===== config.mk =====
export PLATFORM = sky130hd
export DESIGN_NAME = filter_seq_ctrl
export DESIGN_NICKNAME = d
export VERILOG_FILES = /design/src/rtl/filter_seq_ctrl.sv
export SDC_FILE = /design/constraint.sdc
export NUM_CORES = 1
export LEC_CHECK = 0
export CORE_MARGIN = 2
export CORE_UTILIZATION = 38
export CTS_CLUSTER_SIZE = 28
export DETAILED_ROUTE_END_ITERATION = 6
export PLACE_DENSITY = 0.52
export SYNTH_ARGS = -nofsm -noshare
export SYNTH_HDL_FRONTEND = slang
export SYNTH_SLANG_ARGS = --single-unit

===== constraint.sdc =====
create_clock -name clk -period 12.65 [get_ports clk]
set_input_delay 1.265 -clock clk [delete_from_list [all_inputs] [get_ports clk]]
set_output_delay 1.265 -clock clk [all_outputs]
set_load 0.02 [all_outputs]

===== src/rtl/filter_seq_ctrl.sv =====
// filter_seq_ctrl: periodic sample capture into a 16-entry circular buffer,
// followed by a sequenced moving average over the newest N entries.
//
// Ports:
//   clk       - single clock, rising edge
//   reset     - synchronous, active-high reset
//   in        - signed 16-bit sample, captured on each tick
//   SW        - averaging depth select: 00->1, 01->2, 10->4, 11->16
//   out       - signed registered average, held between updates
//   out_valid - one-cycle pulse when out updates
//   busy      - high whenever the sequencer is not idle
//
// Parameter TICK_DIV: clk cycles per sample tick (32..2^20).
// Optional build macro SMOOTH_ROUND_EN: round half toward +inf in the divide
// step instead of truncating toward -inf.
module filter_seq_ctrl #(
  parameter int unsigned TICK_DIV = 500000
) (
  input  logic        clk,
  input  logic        reset,
  input  logic [15:0] in,
  input  logic [1:0]  SW,
  output logic [15:0] out,
  output logic        out_valid,
  output logic        busy
);

  localparam int unsigned CW = $clog2(TICK_DIV);

  typedef enum logic [1:0] {IDLE, LOAD, ACCUM, DIVIDE} state_t;

  state_t      state;
  state_t      state_next;
  logic [CW-1:0] count;
  logic        tick;
  logic        tick_q;
  logic [15:0] buffer [16];
  logic [3:0]  wr_ptr;
  logic [3:0]  rd_ptr;
  logic [19:0] acc;
  logic [19:0] acc_adj;
  logic [1:0]  mode;
  logic [4:0]  taps;
  logic [2:0]  shift;

  function automatic logic [4:0] taps_for(input logic [1:0] sel);
    case (sel)
      2'b00:   taps_for = 5'd1;
      2'b01:   taps_for = 5'd2;
      2'b10:   taps_for = 5'd4;
      default: taps_for = 5'd16;
    endcase
  endfunction

  function automatic logic [2:0] shift_for(input logic [1:0] sel);
    case (sel)
      2'b00:   shift_for = 3'd0;
      2'b01:   shift_for = 3'd1;
      2'b10:   shift_for = 3'd2;
      default: shift_for = 3'd4;
    endcase
  endfunction

  assign tick = (count == CW'(TICK_DIV - 1));
  assign busy = (state != IDLE);

  // Tick generation and sample capture; runs regardless of sequencer state.
  always_ff @(posedge clk) begin
    if (reset) begin
      count  <= '0;
      tick_q <= 1'b0;
      wr_ptr <= '0;
      for (int unsigned i = 0; i < 16; i++) begin
        buffer[i] <= '0;
      end
    end else begin
      count  <= tick ? '0 : count + 1'b1;
      tick_q <= tick;
      if (tick) begin
        buffer[wr_ptr] <= in;
        wr_ptr         <= wr_ptr + 4'd1;
      end
    end
  end

  always_ff @(posedge clk) begin
    if (reset) state <= IDLE;
    else       state <= state_next;
  end

  // tick_q delays the start by one cycle; a tick seen while busy is dropped.
  always_comb begin
    state_next = state;
    case (state)
      IDLE:    if (tick_q) state_next = LOAD;
      LOAD:    state_next = ACCUM;
      ACCUM:   if (taps == 5'd1) state_next = DIVIDE;
      DIVIDE:  state_next = IDLE;
      default: state_next = IDLE;
    endcase
  end

  always_comb begin
    shift   = shift_for(mode);
    acc_adj = acc;
`ifdef SMOOTH_ROUND_EN
    if (shift != 3'd0) acc_adj = acc + (20'd1 << (shift - 3'd1));
`endif
  end

  always_ff @(posedge clk) begin
    if (reset) begin
      acc       <= '0;
      mode      <= '0;
      rd_ptr    <= '0;
      taps      <= '0;
      out       <= '0;
      out_valid <= 1'b0;
    end else begin
      out_valid <= 1'b0;
      case (state)
        LOAD: begin
          acc    <= '0;
          mode   <= SW;
          rd_ptr <= wr_ptr - 4'd1;
          taps   <= taps_for(SW);
        end
        ACCUM: begin
          acc    <= acc + {{4{buffer[rd_ptr][15]}}, buffer[rd_ptr]};
          rd_ptr <= rd_ptr - 4'd1;
          taps   <= taps - 5'd1;
        end
        DIVIDE: begin
          out       <= 16'($signed(acc_adj) >>> shift);
          out_valid <= 1'b1;
        end
        default: ;
      endcase
    end
  end

endmodule

# After elaboration in Yosys (flattened, before gate mapping)
# Memory sizes are Yosys's and may differ from the RTL's. A register that Yosys moved wholly into a read port is not among the register bits.
# Index checks and enable logic that the tools add are counted.
totals:
  n_memories: 1
  input_bits: 20
  mem_bits_rw: 256
  word_cells: 56
  ff_bits: 74
classes:
  n_eq_ne: 11
  n_shift: 1
  n_reduce_logical: 8
  mux: 19
  add_sub_neg: 6
memory_table:
  columns: ["name", "depth", "width", "read_ports", "rd_clocked_by_memory_dff", "wr", "line", "rtl"]
  rows:
  - ["buffer", 16, 16, 1, 1, 16, "37", "logic [15:0] buffer [16];"]
ops:
  columns: ["op", "n"]
  rows:
  - ["20-bit one-hot mux with 2 select lines", 1]
  - ["20-bit adder", 1]
  - ["20-bit by 3-bit >>> shifter with 16-bit output", 1]
  - ["19-bit by 1-bit adder with 19-bit output (second input constant)", 1]
  - ["19-bit equality test (second input constant)", 1]
  - ["16-bit 2-to-1 mux", 1]
  - ["16-bit OR reduction", 1]
  - ["5-bit one-hot mux with 3 select lines", 1]
  - ["4-bit 2-to-1 mux", 3]
  - ["5-bit one-hot mux with 2 select lines", 1]
  - ["3-bit one-hot mux with 3 select lines", 1]
  - ["2-bit equality test (second input constant)", 4]
  - ["2-bit one-hot mux with 4 select lines", 1]
  - ["4-bit one-hot mux with 2 select lines", 1]
  - ["4-bit by 1-bit subtractor with 4-bit output (second input constant)", 2]
  - ["1-bit 2-to-1 mux", 7]
  - ["2-bit by 1-bit equality test with 1-bit output (second input constant)", 3]
  - ["2-bit logical NOT", 3]
  - ["5-bit by 1-bit equality test with 1-bit output (second input constant)", 1]
  - ["5-bit by 1-bit subtractor with 5-bit output (second input constant)", 1]
  - ["4-bit by 1-bit adder with 4-bit output (second input constant)", 1]
  - ["2-bit 2-to-1 mux", 2]
  - ["2-bit inequality test (second input constant)", 2]
  - ["2-bit nonzero test", 2]
  - ["other kinds (2)", 2]

# Longest topological paths before layout
# Gate-level depths: netlist (run 1).
logic_depth:
  depth_word: 6
  mapped_depth: 12
  depth_no_buf: 10

# Worst setup path after synthesis (run 1)
# OpenSTA, ideal clock, no wires.
synth_path:
  path_type: "register to register"
  from: "register with a tool-made name"
  to: "register acc[19]"
  arrival_ps: 3845
  path_stages_with_launch: 13
  required_ps: 12523
  slack_ps: 8678
  synth_period_minus_slack_ps: 3972
  setup_ps: 127
  cell_sequence: "dfxtp_1 buf_6 buf_1 mux4_2 mux4_2 ha_1 buf_2 a21o_1 a21o_1 a221o_1 a211o_1 a2bb2oi_1 or3_1"
synth_rtl:
  columns: ["item", "line", "rtl"]
  rows:
  - ["end signal, assigned", "129", "acc <= acc + {{4{buffer[rd_ptr][15]}}, buffer[rd_ptr]};"]
  - ["end, declared", "40", "logic [19:0] acc;"]

==> metrics.txt, run 1 <==
DR pass1 iterations=5; Mapped Nets=approximately 1300; GR Util All Layers=20.1%; kind of end point of the critical path=register; Post-synth EDFFs=roughly 260; CTS root buf=clkbuf_16; met2 WL=approximately 21000 µm; Die Ht=between 200 and 250 µm; maximum VDD drop=slightly above 0.08 mV; hold path endpoint=count[0]$_SDFF_PP0_; Tcrit/Tclk final=between 30% and 40%; Ant. Diodes=0; fraction of layout cells with a size suffix above 1=between 10% and 20%; Layout area overhead=12.5%; Max-cap violations=0; wire per inst=~24 µm; pin count of the biggest net entering global routing=69; row cnt=75; DR top layer=met4; Worst-Margin Slew=approximately 1100 ps; chip width=210 µm; clk sinks=approximately 330; final hold violation count=0; minimum clock period=between 4000 and 5000 ps; Total Power=approximately 0.0028 W; vias per inst=between 5 and 6; Skew-Pair Late Insertion Delay=about 570 ps; fin util=approximately 43%; Clock Path Buffers=3; slowest stage delay, CP=~900 ps; run status=complete, no violations; Worst Skew=21.4 ps; ys async rst share=0%; H-tree Lvls=2; Port Buf Inserts=37; worst hold path stage count=1; # hold bufs at CTS=0; first-pass GRT wire length=65800 µm; reg-to-reg critical path endpoint=acc[16]$_SDFFE_PP0N_; Clock transition at path regs=about 60 ps; Worst slew margin=between 20% and 30%; Gate Count Post-Synth=around 1200; total CTS buffers=38; fin nets=between 1000 and 1500; flop and latch count out of synthesis=~330; slowest cell on the critical path=buf_4; global route total overflow=0; via count=~10000; initial core utilization=38.5%; CTS tree=built; Post-Syn Area=roughly 16000 µm²; pins over their slew limit=0; Area after DPL=between 15000 and 20000 µm²; Seq/Total Area, Yosys=57.2%; antenna-violating nets left=0; wl on met1=about 20000 µm; number of post-CTS setup repair buffers=0; total wire length=43000 µm; synth top area cells=edfxtp_1, mux4_2, dfxtp_1; I/O pins=38; HP Class=reg -> reg; initial antenna violation count=0; crit path cell chain=buf_4, mux4_2, mux4_2, ha_1, fa_1, a21oi_1, o211ai_1, nand4_1, a21oi_1, or3_1, a32o_1; Worst Path Max Fanout=50; ys flop type=edfxtp_1; final setup TNS=0 ps; count leader, synth=edfxtp_1; DRC errors left=0; post-synth top area share=between 40% and 50%; Die ar.=~44000 µm²; post-layout instance area=approximately 18000 µm²; RSZ-0062 raised after global routing=false; post-DP HPWL=roughly 25000 µm; final setup fails=0; startpoint types=register; Synth Warn #=0; Setup CP Type=reg -> reg; fmax=211 MHz; post-CTS sizing=0; WHS=478 ps; initial drt markers=854; vias in the first global route=between 10000 and 15000; Data arrival, critical path=5190 ps; Hold Path Origin=count[0]$_SDFF_PP0_; flop2flop setup slack=between 7000 and 8000 ps; R2R cell count=11; Cell variety after synth=58; core area=between 40000 and 50000 µm²; syn_area_per_cell=~13 µm²; metal3 WL=1740 µm; Synth area leader=edfxtp_1; Pwr Density=154 nW/µm²; RePlAce Congestion=between 0.7 and 0.8; Pleak=slightly above 7 nW; Critical Path RT=13100 ps; top post-synthesis cells by count=edfxtp_1, and3_1, mux4_2, clkbuf_1, dfxtp_1
## worst max-delay path, delay by kind of cell, from the launching register on
family / cells / cell delay, ps
muxes: 2 / 1110
adders and majority gates: 2 / 640
buffers and inverters: 1 / 900
DFF: 1 / 540
and+or+nand+nor: 2 / 590
AOI/OAI and AO/OA: 4 / 850
## sequential cells by signal, summed over array words and instances, names as in the netlist, 2 cells and up, named ones only
signal	flops
rd_ptr	4
buffer	256
count	19
acc	20
mode	2
state	2
taps	5
out	16
wr_ptr	4
## logic make-up after synthesis
logic type	count (synthesis)	share of synthesized area, %
simple gates	465	16.4
mux	119	14.8
buf+inv	120	2.95
xor+xnor	30	1.63
flops	334	57.2
compound gates	107	4.37
fa+ha+maj	33	2.60
## how the worst max path moves through the flow
stage             start                   end  slack (ps)  cells after the start
2_1_floorplan  register  acc[19]$_SDFFE_PP0N_        8680                     12
3_3_place_gp   register  acc[16]$_SDFFE_PP0N_        7870                     11
3_5_place_dp   register  acc[16]$_SDFFE_PP0N_        7860                     11
4_1_cts        register  acc[16]$_SDFFE_PP0N_        7820                     11
5_1_grt        register  acc[13]$_SDFFE_PP0N_        7520                     10
6_report       register  acc[16]$_SDFFE_PP0N_        7900                     11
## power by group
| group | internal [W] | switching (W) |
|---|---|---|
| clock network | 0.000621 | 0.000450 |
| logic | 0.000212 | 0.000258 |
| registers | 0.00122 | 0.0000396 |
## cells in the final DEF, fill, tap and decap left out, types with 15 or more instances in the layout
| cell | instances |
|---|---|
| buf_4 | 22 |
| o21ai_0 | 15 |
| nand2_1 | 40 |
| mux2i_1 | 23 |
| nor2_1 | 74 |
| ha_1 | 28 |
| and3_1 | 199 |
| dfxtp_1 | 76 |
| clkdlybuf4s50_1 | 36 |
| and2_1 | 65 |
| a21o_1 | 22 |
| xnor2_1 | 16 |
| edfxtp_1 | 256 |
| nand3_1 | 16 |
| mux4_2 | 96 |
| a21oi_1 | 33 |
| clkbuf_16 | 38 |
## layer usage
| layer | global-route usage, % | vias up |
|---|---|---|
| met4 | 5.99 | 0 |
| li1 | - | 4584 |
| met3 | 2.61 | 61 |
| met1 | 27.6 | 5153 |
| met2 | 33.4 | 246 |
| met5 | 0 | - |
## metrics by stage
stage	setup slack [ps]	cells
after floorplan	8680	1208
final	7900	1766
after detailed placement	7860	1700
after global routing	7520	1766
after CTS	7820	1766
after global placement	7870	1700
## cell type report
cell class | instances | area (µm²)
Fill cell | 3772 | 23800
Sequential cell | 334 | 9260
Multi-Input combinational cell | 754 | 6460
Clock buffer | 51 | 1040
Tap cell | 539 | 674
Timing Repair Buffer | 59 | 531
Clock inverter | 15 | 166
Inverter | 14 | 52.6
Power figures use the tool's default switching activity.
==> inputs of run 2 (changes only) <==
==> constraint.sdc (replaced) <==
create_clock -name clk -period 4.9 [get_ports clk]
set_input_delay 0.49 -clock clk [delete_from_list [all_inputs] [get_ports clk]]
set_output_delay 0.49 -clock clk [all_outputs]
set_load 0.02 [all_outputs]
==> metrics.txt, run 2 (same netlist as run 1, synthesis figures left out) <==
Layout area overhead=13.8%; fin util=a little over two fifths; Clock transition at path regs=60 ps; fraction of layout cells with a size suffix above 1=16.5%; R2R cell count=10; flop2flop setup slack=890 ps; Setup CP Type=reg -> reg; Die ar.=between 40000 and 50000 µm²; clk sinks=334; I/O pins=38; initial drt markers=1034; Die Ht=210 µm; slowest cell on the critical path=dfxtp_4; Ant. Diodes=0; crit path cell chain=buf_4, mux4_2, mux4_2, ha_1, a21oi_1, nand2_1, o21ai_0, a21oi_1, or3_1, a32o_1; Tcrit/Tclk final=approximately 80%; pre-CTS WS=approximately 830 ps; Data arrival, critical path=around 4500 ps; Largest Register=buffer; Worst Path Max Fanout=22; hold path endpoint=acc[11]$_SDFFE_PP0N_; total wire length=~44000 µm; run status=complete, no violations; Area after DPL=17100 µm²; final std cells w/o fill=1786; worst hold path stage count=2; post-layout instance area=approximately 18000 µm²; global route total overflow=0; startpoint types=register; vias in the first global route=slightly above 10000; RSZ-0062 raised after global routing=false; Clock Path Buffers=3; initial antenna violation count=0; wire per inst=24.5 µm; initial core utilization=38.5%; final hold violation count=0; commonest non-fill, non-tap cell in the layout=edfxtp_1; kind of end point of the critical path=register; max FFs per register=256; final setup TNS=0 ps; fmax=249 MHz; final setup fails=0; maximum VDD drop=between 0.2 and 0.25 mV; biggest regs=buffer (256), acc (20), count (19); Worst-Margin Slew=around 1000 ps; DR pass1 iterations=4; pin count of the biggest net entering global routing=roughly 70; minimum clock period=around 4000 ps; # hold bufs at CTS=0; via count=~10000; setup slack after layout=approximately 890 ps; first-pass GRT wire length=around 66000 µm; Pwr Density=roughly 400 nW/µm²; reg-to-reg critical path endpoint=acc[13]$_SDFFE_PP0N_; chip width=210 µm; H-tree Lvls=2; Max-cap violations=0; pins over their slew limit=0; fin nets=around 1300; Pleak=just over 7 nW; Worst Skew=about 23 ps; CTS root buf=clkbuf_16; Hold Path Origin=reset; most frequent cells in the layout=edfxtp_1, and3_1, mux4_2; Critical Path RT=between 5000 and 6000 ps; HP Class=in -> reg; vias per inst=approximately 5.7; slowest stage delay, CP=between 600 and 700 ps; DRC errors left=0; total CTS buffers=40; core area=roughly 42000 µm²; number of post-CTS setup repair buffers=0; antenna-violating nets left=0; Port Buf Inserts=37; post-CTS sizing=0; GR Util All Layers=approximately a fifth; Worst slew margin=between 30% and 40%; Placed Cells=1713; RePlAce Congestion=0.823; row cnt=75; Skew-Pair Late Insertion Delay=about 570 ps; CTS tree=built; post-DP HPWL=25200 µm
==> run 2: changes by cell type in the layout (fill, tap and decap cells not counted), sizes merged <==
cell / before / now
buf: 23 / 36
clkinv: 13 / 9
bufinv: 2 / 3
clkbuf: 51 / 58
inv: 14 / 17
==> run 2: critical path: cells and delay by family, from the launching register on <==
kind	cells	cell delay (ps)
compound gates	4	1040
fa+ha+maj	1	380
buf+inv	1	260
flops	1	660
mux	2	1060
simple gates	2	500
==> run 2: per-stage QoR <==
step                power, W  hold WS, ps
floorplan            0.00415          441
global placement     0.00455          466
finish               0.00745          451
detailed placement   0.00456          469
global route         0.00773          462
CTS                  0.00753          421
==> run 2: how the worst max path moves through the flow <==
stage             start              endpoint  slack, ps  cells past startpoint
6_report       register  acc[13]$_SDFFE_PP0N_        890                     10
5_1_grt        register  acc[13]$_SDFFE_PP0N_        650                     10
4_1_cts        register  acc[13]$_SDFFE_PP0N_        830                     10
3_5_place_dp   register  acc[13]$_SDFFE_PP0N_        830                     10
3_3_place_gp   register  acc[13]$_SDFFE_PP0N_        880                     10
2_1_floorplan  register  acc[19]$_SDFFE_PP0N_        930                     12
==> run 2: routing by layer <==
metal / vias to the layer above / routed length [µm] / GRT usage, %
met4: 0 / 1150 / 6.73
li1: 4611 / - / -
met2: 256 / 21100 / 33.7
met1: 5231 / 19500 / 27.3
met5: - / 0 / 0
met3: 68 / 2060 / 3.11
==> run 2: cell type report <==
cell class | count | area [µm²]
fillers | 3723 | 23600
flip-flops and latches | 334 | 9260
multi-input cells | 754 | 6460
clock buffers | 58 | 1110
well taps | 539 | 674
repair buffers | 72 | 666
clock inverters | 15 | 180
inverters | 14 | 52.6
==> run 2: report_power, final <==
part           internal, W  switching (W)
sequential         0.00314       0.000137
clock              0.00174        0.00121
combinational     0.000579       0.000632
total              0.00547        0.00198
